## src/rtl/reg_writeback_pkg.sv

```systemverilog
// Shared types and default widths for the per-thread register write-back sequencer.
package gpu_wb_pkg;

  localparam int DATA_W  = 8;
  localparam int ADDR_W  = 4;
  localparam int NUM_GPR = 13;

  typedef struct packed {
    logic [ADDR_W-1:0] addr;
    logic [DATA_W-1:0] data;
  } wb_entry_t;

  typedef enum logic [1:0] {
    SRC_NONE = 2'd0,
    SRC_ALU  = 2'd1,
    SRC_LSU  = 2'd2
  } wb_src_e;

endpackage

```

## src/rtl/reg_writeback_if.sv

```systemverilog
// Handshake and register-file write port bundle; master is the execute/LSU side, slave is the sequencer.
interface reg_writeback_if #(
  parameter int DATA_W = gpu_wb_pkg::DATA_W,
  parameter int ADDR_W = gpu_wb_pkg::ADDR_W
);

  logic              alu_valid;
  logic              alu_ready;
  logic [ADDR_W-1:0] alu_addr;
  logic [DATA_W-1:0] alu_data;

  logic              lsu_valid;
  logic              lsu_ready;
  logic [ADDR_W-1:0] lsu_addr;
  logic [DATA_W-1:0] lsu_data;

  logic              wr_en;
  logic [ADDR_W-1:0] wr_addr;
  logic [DATA_W-1:0] wr_data;
  logic              illegal_write;
  logic              busy;

  modport master (
    output alu_valid, alu_addr, alu_data,
    output lsu_valid, lsu_addr, lsu_data,
    input  alu_ready, lsu_ready,
    input  wr_en, wr_addr, wr_data, illegal_write, busy
  );

  modport slave (
    input  alu_valid, alu_addr, alu_data,
    input  lsu_valid, lsu_addr, lsu_data,
    output alu_ready, lsu_ready,
    output wr_en, wr_addr, wr_data, illegal_write, busy
  );

endinterface

```

## src/rtl/reg_writeback_fifo.sv

```systemverilog
// Small synchronous FIFO of write-back entries buffering LSU load responses.
module wb_fifo #(
  parameter int DEPTH = 2,
  parameter int CNT_W = $clog2(DEPTH + 1)
) (
  input  logic                  clk,
  input  logic                  rst_n,
  input  logic                  push,
  input  gpu_wb_pkg::wb_entry_t din,
  input  logic                  pop,
  output gpu_wb_pkg::wb_entry_t head,
  output logic [CNT_W-1:0]      count,
  output logic                  full,
  output logic                  empty
);
  import gpu_wb_pkg::*;

  localparam int PTR_W = (DEPTH > 1) ? $clog2(DEPTH) : 1;

  wb_entry_t        mem_q [DEPTH];
  wb_entry_t        mem_d [DEPTH];
  logic [PTR_W-1:0] wr_ptr_q, wr_ptr_d;
  logic [PTR_W-1:0] rd_ptr_q, rd_ptr_d;
  logic [CNT_W-1:0] count_q, count_d;
  logic             do_push, do_pop;

  // Pointers wrap explicitly so non-power-of-two depths stay in range.
  function automatic logic [PTR_W-1:0] ptr_inc(input logic [PTR_W-1:0] p);
    return (p == PTR_W'(DEPTH - 1)) ? '0 : p + 1'b1;
  endfunction

  assign full    = (count_q == CNT_W'(DEPTH));
  assign empty   = (count_q == '0);
  assign count   = count_q;
  assign head    = mem_q[rd_ptr_q];
  assign do_push = push && !full;
  assign do_pop  = pop && !empty;

  always_comb begin
    mem_d    = mem_q;
    wr_ptr_d = wr_ptr_q;
    rd_ptr_d = rd_ptr_q;
    count_d  = count_q;
    if (do_push) begin
      mem_d[wr_ptr_q] = din;
      wr_ptr_d        = ptr_inc(wr_ptr_q);
    end
    if (do_pop) begin
      rd_ptr_d = ptr_inc(rd_ptr_q);
    end
    case ({do_push, do_pop})
      2'b10:   count_d = count_q + 1'b1;
      2'b01:   count_d = count_q - 1'b1;
      default: count_d = count_q;
    endcase
  end

  always_ff @(posedge clk or negedge rst_n) begin
    if (!rst_n) begin
      for (int i = 0; i < DEPTH; i++) begin
        mem_q[i] <= '0;
      end
      wr_ptr_q <= '0;
      rd_ptr_q <= '0;
      count_q  <= '0;
    end else begin
      mem_q    <= mem_d;
      wr_ptr_q <= wr_ptr_d;
      rd_ptr_q <= rd_ptr_d;
      count_q  <= count_d;
    end
  end

endmodule

```

## src/rtl/reg_writeback.sv

```systemverilog
// Merges ALU results and buffered LSU responses into the register file's single write port,
// with a starvation guard for the LSU and suppression of writes to read-only registers.
module reg_writeback #(
  parameter int DATA_W     = gpu_wb_pkg::DATA_W,
  parameter int ADDR_W     = gpu_wb_pkg::ADDR_W,
  parameter int NUM_GPR    = gpu_wb_pkg::NUM_GPR,
  parameter int FIFO_DEPTH = 2,
  parameter int STARVE_MAX = 3
) (
  input  logic           clk,
  input  logic           reset,
  reg_writeback_if.slave bus
);
  import gpu_wb_pkg::*;

  localparam int CNT_W    = $clog2(FIFO_DEPTH + 1);
  localparam int STARVE_W = (STARVE_MAX > 0) ? $clog2(STARVE_MAX + 1) : 1;

  logic                fifo_push, fifo_pop, fifo_full, fifo_empty;
  logic [CNT_W-1:0]    fifo_count;
  wb_entry_t           fifo_head, lsu_entry, alu_entry, win_entry;
  logic                force_lsu, alu_fire;
  wb_src_e             src;

  logic [STARVE_W-1:0] starve_q, starve_d;
  logic                wr_en_q, wr_en_d;
  logic [ADDR_W-1:0]   wr_addr_q, wr_addr_d;
  logic [DATA_W-1:0]   wr_data_q, wr_data_d;
  logic                illegal_q, illegal_d;

  assign alu_entry = {bus.alu_addr, bus.alu_data};
  assign lsu_entry = {bus.lsu_addr, bus.lsu_data};

  // Ready toward the LSU comes from the registered count only, never from this cycle's pop.
  assign bus.lsu_ready = (fifo_count < CNT_W'(FIFO_DEPTH));
  assign fifo_push     = bus.lsu_valid && !fifo_full;

  wb_fifo #(
    .DEPTH (FIFO_DEPTH),
    .CNT_W (CNT_W)
  ) u_fifo (
    .clk   (clk),
    .rst_n (reset),
    .push  (fifo_push),
    .din   (lsu_entry),
    .pop   (fifo_pop),
    .head  (fifo_head),
    .count (fifo_count),
    .full  (fifo_full),
    .empty (fifo_empty)
  );

  assign force_lsu     = !fifo_empty && (starve_q == STARVE_W'(STARVE_MAX));
  assign bus.alu_ready = !force_lsu;
  assign alu_fire      = bus.alu_valid && !force_lsu;
  assign fifo_pop      = !fifo_empty && !alu_fire;

  always_comb begin
    src = SRC_NONE;
    if (alu_fire) begin
      src = SRC_ALU;
    end else if (fifo_pop) begin
      src = SRC_LSU;
    end
  end

  // The counter only climbs while an entry is waiting and the ALU keeps winning.
  always_comb begin
    starve_d = starve_q;
    if (fifo_empty || fifo_pop) begin
      starve_d = '0;
    end else if (alu_fire && (starve_q != STARVE_W'(STARVE_MAX))) begin
      starve_d = starve_q + 1'b1;
    end
  end

  always_comb begin
    wr_en_d   = 1'b0;
    illegal_d = 1'b0;
    wr_addr_d = wr_addr_q;
    wr_data_d = wr_data_q;
    win_entry = alu_entry;
    unique case (src)
      SRC_ALU: win_entry = alu_entry;
      SRC_LSU: win_entry = fifo_head;
      default: win_entry = alu_entry;
    endcase
    if (src != SRC_NONE) begin
      if (win_entry.addr < ADDR_W'(NUM_GPR)) begin
        wr_en_d   = 1'b1;
        wr_addr_d = win_entry.addr;
        wr_data_d = win_entry.data;
      end else begin
        illegal_d = 1'b1;
      end
    end
  end

  always_ff @(posedge clk or negedge reset) begin
    if (!reset) begin
      starve_q  <= '0;
      wr_en_q   <= 1'b0;
      wr_addr_q <= '0;
      wr_data_q <= '0;
      illegal_q <= 1'b0;
    end else begin
      starve_q  <= starve_d;
      wr_en_q   <= wr_en_d;
      wr_addr_q <= wr_addr_d;
      wr_data_q <= wr_data_d;
      illegal_q <= illegal_d;
    end
  end

  assign bus.wr_en         = wr_en_q;
  assign bus.wr_addr       = wr_addr_q;
  assign bus.wr_data       = wr_data_q;
  assign bus.illegal_write = illegal_q;
  assign bus.busy          = !fifo_empty || wr_en_q;

endmodule

```

## src/flat_wrapper.sv

```systemverilog
// flat-port wrapper written by rule: the top's interface ports become plain ports
module reg_writeback_flat import gpu_wb_pkg::*;
#(
  parameter int DATA_W     = gpu_wb_pkg::DATA_W,
  parameter int ADDR_W     = gpu_wb_pkg::ADDR_W,
  parameter int NUM_GPR    = gpu_wb_pkg::NUM_GPR,
  parameter int FIFO_DEPTH = 2,
  parameter int STARVE_MAX = 3
)
  (clk, reset, bus_alu_valid, bus_alu_addr, bus_alu_data, bus_lsu_valid, bus_lsu_addr, bus_lsu_data, bus_alu_ready, bus_lsu_ready, bus_wr_en, bus_wr_addr, bus_wr_data, bus_illegal_write, bus_busy);
  reg_writeback_if #(.DATA_W(DATA_W), .ADDR_W(ADDR_W)) bus_i ();
  input  logic clk;
  input  logic reset;
  input wire logic [$bits(bus_i.alu_valid)-1:0] bus_alu_valid;
  input wire logic [$bits(bus_i.alu_addr)-1:0] bus_alu_addr;
  input wire logic [$bits(bus_i.alu_data)-1:0] bus_alu_data;
  input wire logic [$bits(bus_i.lsu_valid)-1:0] bus_lsu_valid;
  input wire logic [$bits(bus_i.lsu_addr)-1:0] bus_lsu_addr;
  input wire logic [$bits(bus_i.lsu_data)-1:0] bus_lsu_data;
  output wire logic [$bits(bus_i.alu_ready)-1:0] bus_alu_ready;
  output wire logic [$bits(bus_i.lsu_ready)-1:0] bus_lsu_ready;
  output wire logic [$bits(bus_i.wr_en)-1:0] bus_wr_en;
  output wire logic [$bits(bus_i.wr_addr)-1:0] bus_wr_addr;
  output wire logic [$bits(bus_i.wr_data)-1:0] bus_wr_data;
  output wire logic [$bits(bus_i.illegal_write)-1:0] bus_illegal_write;
  output wire logic [$bits(bus_i.busy)-1:0] bus_busy;
  assign bus_i.alu_valid = bus_alu_valid;
  assign bus_i.alu_addr = bus_alu_addr;
  assign bus_i.alu_data = bus_alu_data;
  assign bus_i.lsu_valid = bus_lsu_valid;
  assign bus_i.lsu_addr = bus_lsu_addr;
  assign bus_i.lsu_data = bus_lsu_data;
  assign bus_alu_ready = bus_i.alu_ready;
  assign bus_lsu_ready = bus_i.lsu_ready;
  assign bus_wr_en = bus_i.wr_en;
  assign bus_wr_addr = bus_i.wr_addr;
  assign bus_wr_data = bus_i.wr_data;
  assign bus_illegal_write = bus_i.illegal_write;
  assign bus_busy = bus_i.busy;
  reg_writeback #(.DATA_W(DATA_W), .ADDR_W(ADDR_W), .NUM_GPR(NUM_GPR), .FIFO_DEPTH(FIFO_DEPTH), .STARVE_MAX(STARVE_MAX)) u_core (.clk(clk), .reset(reset), .bus(bus_i));
endmodule
```

## config.mk

```make
export PLATFORM = sky130hd
export DESIGN_NAME = reg_writeback_flat
export DESIGN_NICKNAME = d
export VERILOG_FILES = /design/src/rtl/reg_writeback_pkg.sv /design/src/rtl/reg_writeback_if.sv /design/src/rtl/reg_writeback_fifo.sv /design/src/rtl/reg_writeback.sv /design/src/flat_wrapper.sv
export SDC_FILE = /design/constraint.sdc
export NUM_CORES = 1
export LEC_CHECK = 0
export CORE_UTILIZATION = 50
export DETAILED_ROUTE_END_ITERATION = 8
export GPL_TIMING_DRIVEN = 1
export PLACE_DENSITY_LB_ADDON = 0.1
export SLEW_MARGIN = 20
export SYNTH_ARGS = -nofsm -noshare
export SYNTH_HDL_FRONTEND = slang
export SYNTH_HIERARCHICAL = 1
export SYNTH_SLANG_ARGS = --single-unit
```

## constraint.sdc

```tcl
create_clock -name clk -period 2.49 [get_ports clk]
set_input_delay 0.249 -clock clk [delete_from_list [all_inputs] [get_ports clk]]
set_output_delay 0.249 -clock clk [all_outputs]
set_load 0.05 [all_outputs]
```

==> PnR_summary.wiki <==
{| class="wikitable"
! Metric !! Value
|-
| Status || finished, final reports clean
|-
| Final period demand of the worst path || 2240 ps
|-
| Sequential area share after synthesis || 0.515
|-
| Post-Syn Area per Cell || 14.8 um2
|-
| Fraction of layout instances using a drive strength above 1 || 0.423
|-
| Register cell area after layout || 1100 um2
|-
| Summed negative setup slack over all endpoints || 0 ps
|-
| Via count of the first global-routing pass || 1340
|-
| Antenna Cells || 0
|-
| Yosys warns || 6
|-
| Peak supply drop || 954 uV
|-
| Setup Fix Bufs, Post-CTS || 0
|-
| Wire length of the first global-routing pass || 6550 um
|-
| Final GP Congestion || 0.745
|-
| Number of placement rows || 23
|-
| Transition at the pin with the smallest max-transition slack || 962 ps
|-
| Hold_buf cts || 0
|-
| Global Route Usage Sum || 0.206
|-
| Final Cell Area || 2760 um2
|-
| FF-to-FF setup slack || 410 ps
|-
| Clock slew seen by the registers of the worst setup and hold paths || 80 ps
|-
| Clk Latency, worst-skew pair || 300 ps
|-
| Highest attainable clock frequency || 446 MHz
|-
| Seq cells post-synth || 44
|-
| Area occupied by multi-input gates || 975 um2
|-
| Crit. End Element || output pin
|-
| Worst clock skew on the final layout || 8.15 ps
|-
| Final period util || 0.901
|-
| Required arrival time at the worst endpoint || 2240 ps
|-
| Gate Count Post-Synth || 144
|-
| Clock Tree Root || sky130_fd_sc_hd__clkbuf_8
|-
| Die outline height || 67.4 um
|-
| Post-synth top area cell || sky130_fd_sc_hd__dfrtp_1
|-
| Starting DRC count in detailed routing || 32
|-
| Critical path data arrival time || 1990 ps
|-
| Cell area after placement || 2640 um2
|-
| Vias after detailed routing || 1294
|-
| # IOs || 45
|-
| Syn nets || 174
|-
| Count of fill cells added during filler insertion || 284
|-
| Number of H-tree levels || 2
|-
| Clk sink count || 44
|-
| Average vias per placed instance || 5.26
|-
| Worst min-delay path category || in2async
|-
| Final setup violating endpoints || 0
|-
| Largest cells by area after synthesis || sky130_fd_sc_hd__dfrtp_1 51%, sky130_fd_sc_hd__mux2_2 21%, sky130_fd_sc_hd__mux2_4 11%, sky130_fd_sc_hd__buf_6 2.1%, sky130_fd_sc_hd__nand2b_4 1.3%
|-
| Number of nets still failing antenna checks after routing || 0
|-
| Total wire length || 4120 um
|-
| Residual DRC count || 0
|-
| Largest net degree at the start of global routing || 45
|-
| Nets || 225
|-
| Number of pins exceeding their max-slew limit in the final report || 0
|-
| Number of unique standard cell types used by synthesis || 28
|-
| Count of final hold-check violations || 0
|-
| Total of buffers placed on input and output ports || 44
|-
| Floorplan die area || 4540 um2
|-
| # resized after CTS || 0
|-
| Mapped Area || 2140 um2
|-
| CTS tree || done
|-
| Portion of synthesized cell area occupied by the leading cell type || 0.515
|-
| Worst setup path category || reg2out
|-
| Initial core utilization || 0.527
|-
| Floorplan Core Area || 4060 um2
|-
| Static power due to leakage || 1.21 nW
|-
| PwrDens || 1460 nW/um2
|-
| Maximum fanout along the worst path || 6
|-
| Layout Utilization || 0.680
|-
| MaxCap Viol Count || 0
|-
| Die span in x || 67.4 um
|-
| Register-to-Register Path Depth || 6
|-
| RSZ-0062 raised after global routing || false
|-
| Worst max-slew margin expressed relative to the limit || 0.359
|-
| Cts bufs inserted || 5
|-
| Remaining global-route overflow || 0
|-
| Detail-routed net length per standard cell || 16.7 um
|-
| Initial antenna violation count || 0
|-
| DPL Wire Length || 2940 um
|-
| Worst setup SP type || flip-flop
|-
| Longest Clk Path Bufs || 2
|-
| Area added between synthesis and finish || 29.1%
|-
| First-pass iteration count of the detailed router || 4
|}
-- cell families (layout without fill, tap and decap cells) --
| group | count (synthesis) | count (layout) | synth area share |
|---|---|---|---|
| adders and majority gates | 2 | 2 | 0.0117 |
| xor gates and xnor gates | 5 | 5 | 0.0205 |
| and+or+nand+nor | 21 | 21 | 0.0737 |
| DFF | 44 | 44 | 0.515 |
| muxes | 56 | 56 | 0.323 |
| AOI/OAI and AO/OA | 7 | 7 | 0.0257 |
| buffers and inverters | 9 | 61 | 0.0304 |
-- worst max-delay path, stage by stage (launching register included) --
cell	delay, ps
sky130_fd_sc_hd__dfrtp_1	460
sky130_fd_sc_hd__nor2_2	260
sky130_fd_sc_hd__nand2b_1	170
sky130_fd_sc_hd__clkdlybuf4s50_1	800
-- cells in the mapped netlist --
cell and n:
sky130_fd_sc_hd__a21oi_1 1, sky130_fd_sc_hd__and2b_1 1, sky130_fd_sc_hd__and3_1 1, sky130_fd_sc_hd__and3_2 1, sky130_fd_sc_hd__buf_2 1, sky130_fd_sc_hd__buf_6 4, sky130_fd_sc_hd__dfrtp_1 44, sky130_fd_sc_hd__ha_1 2
sky130_fd_sc_hd__inv_1 1, sky130_fd_sc_hd__inv_2 3, sky130_fd_sc_hd__mux2_2 40, sky130_fd_sc_hd__mux2_4 16, sky130_fd_sc_hd__nand2_1 2, sky130_fd_sc_hd__nand2_2 1, sky130_fd_sc_hd__nand2b_1 1, sky130_fd_sc_hd__nand2b_4 2
sky130_fd_sc_hd__nor2_1 5, sky130_fd_sc_hd__nor2b_1 2, sky130_fd_sc_hd__nor3_1 1, sky130_fd_sc_hd__nor3_2 1, sky130_fd_sc_hd__nor3_4 1, sky130_fd_sc_hd__nor3b_4 1, sky130_fd_sc_hd__o211ai_1 2, sky130_fd_sc_hd__o21a_1 2
sky130_fd_sc_hd__o22a_2 2, sky130_fd_sc_hd__or2b_1 1, sky130_fd_sc_hd__xnor2_1 3, sky130_fd_sc_hd__xor2_1 2
-- power by group --
part / switching [mW] / internal (mW)
combinational: 1.04 / 1.11
clock: 0.248 / 0.328
sequential: 0.227 / 1.08
total: 1.52 / 2.53
-- sequential cells by signal, summed over array words and instances, names as in the netlist --
name,cells
u_core/bus.illegal_write,1
u_core/bus.wr_addr,4
u_core/u_fifo/wr_ptr_q,1
u_core/u_fifo/rd_ptr_q,1
u_core/u_fifo/count,2
u_core/starve_q,2
u_core/bus.wr_en,1
u_core/u_fifo/mem_q,24
u_core/bus.wr_data,8
-- cell usage in the layout, fill, tap and decap left out, drive strengths merged, types with 3 or more instances in the layout --
cell and instances:
buf 6, clkbuf 6, clkdlybuf4s50 43, dfrtp 44
inv 4, mux2 56, nand2 3, nand2b 3
nor2 5, nor3 3, xnor2 3
-- metrics by stage --
stage               setup WS, ps  cells  power, mW  hold slack [ps]
floorplan                    468    144       2.91            -46.6
global placement             461    238       3.41              423
detailed placement           422    238       3.48              451
CTS                          110    246       4.07              122
global route                 138    246       4.27              158
finish                       247    246       4.04             93.8
-- final cells by class --
class / count / area share
sequential: 44 / 0.399
multi-input combinational: 91 / 0.353
timing repair buffer: 49 / 0.176
clock buffer: 6 / 0.0299
tap: 50 / 0.0227
clock inverter: 2 / 0.0141
inverter: 4 / 0.00544
-- worst paths after layout --
kind,from,to
max in group asynchronous,reset,u_core/u_fifo/count[0]
min reg2reg,u_core/starve_q[0],u_core/starve_q[0]
min in group clk,u_core/starve_q[0],u_core/starve_q[0]
max reg2reg,u_core/u_fifo/rd_ptr_q,u_core/bus.wr_addr[0]
min,reset,u_core/u_fifo/mem_q[18]
max,u_core/u_fifo/count[1],bus_alu_ready
-- routing by layer --
metal | up-vias | GRT usage | wire length [um]
met4 | 0 | 0.0798 | 73
met1 | 641 | 0.266 | 1880
met2 | 36 | 0.329 | 1990
met5 | - | 0 | 0
li1 | 610 | - | -
met3 | 7 | 0.0557 | 179
Note: power is estimated with default switching activity, not from simulation.
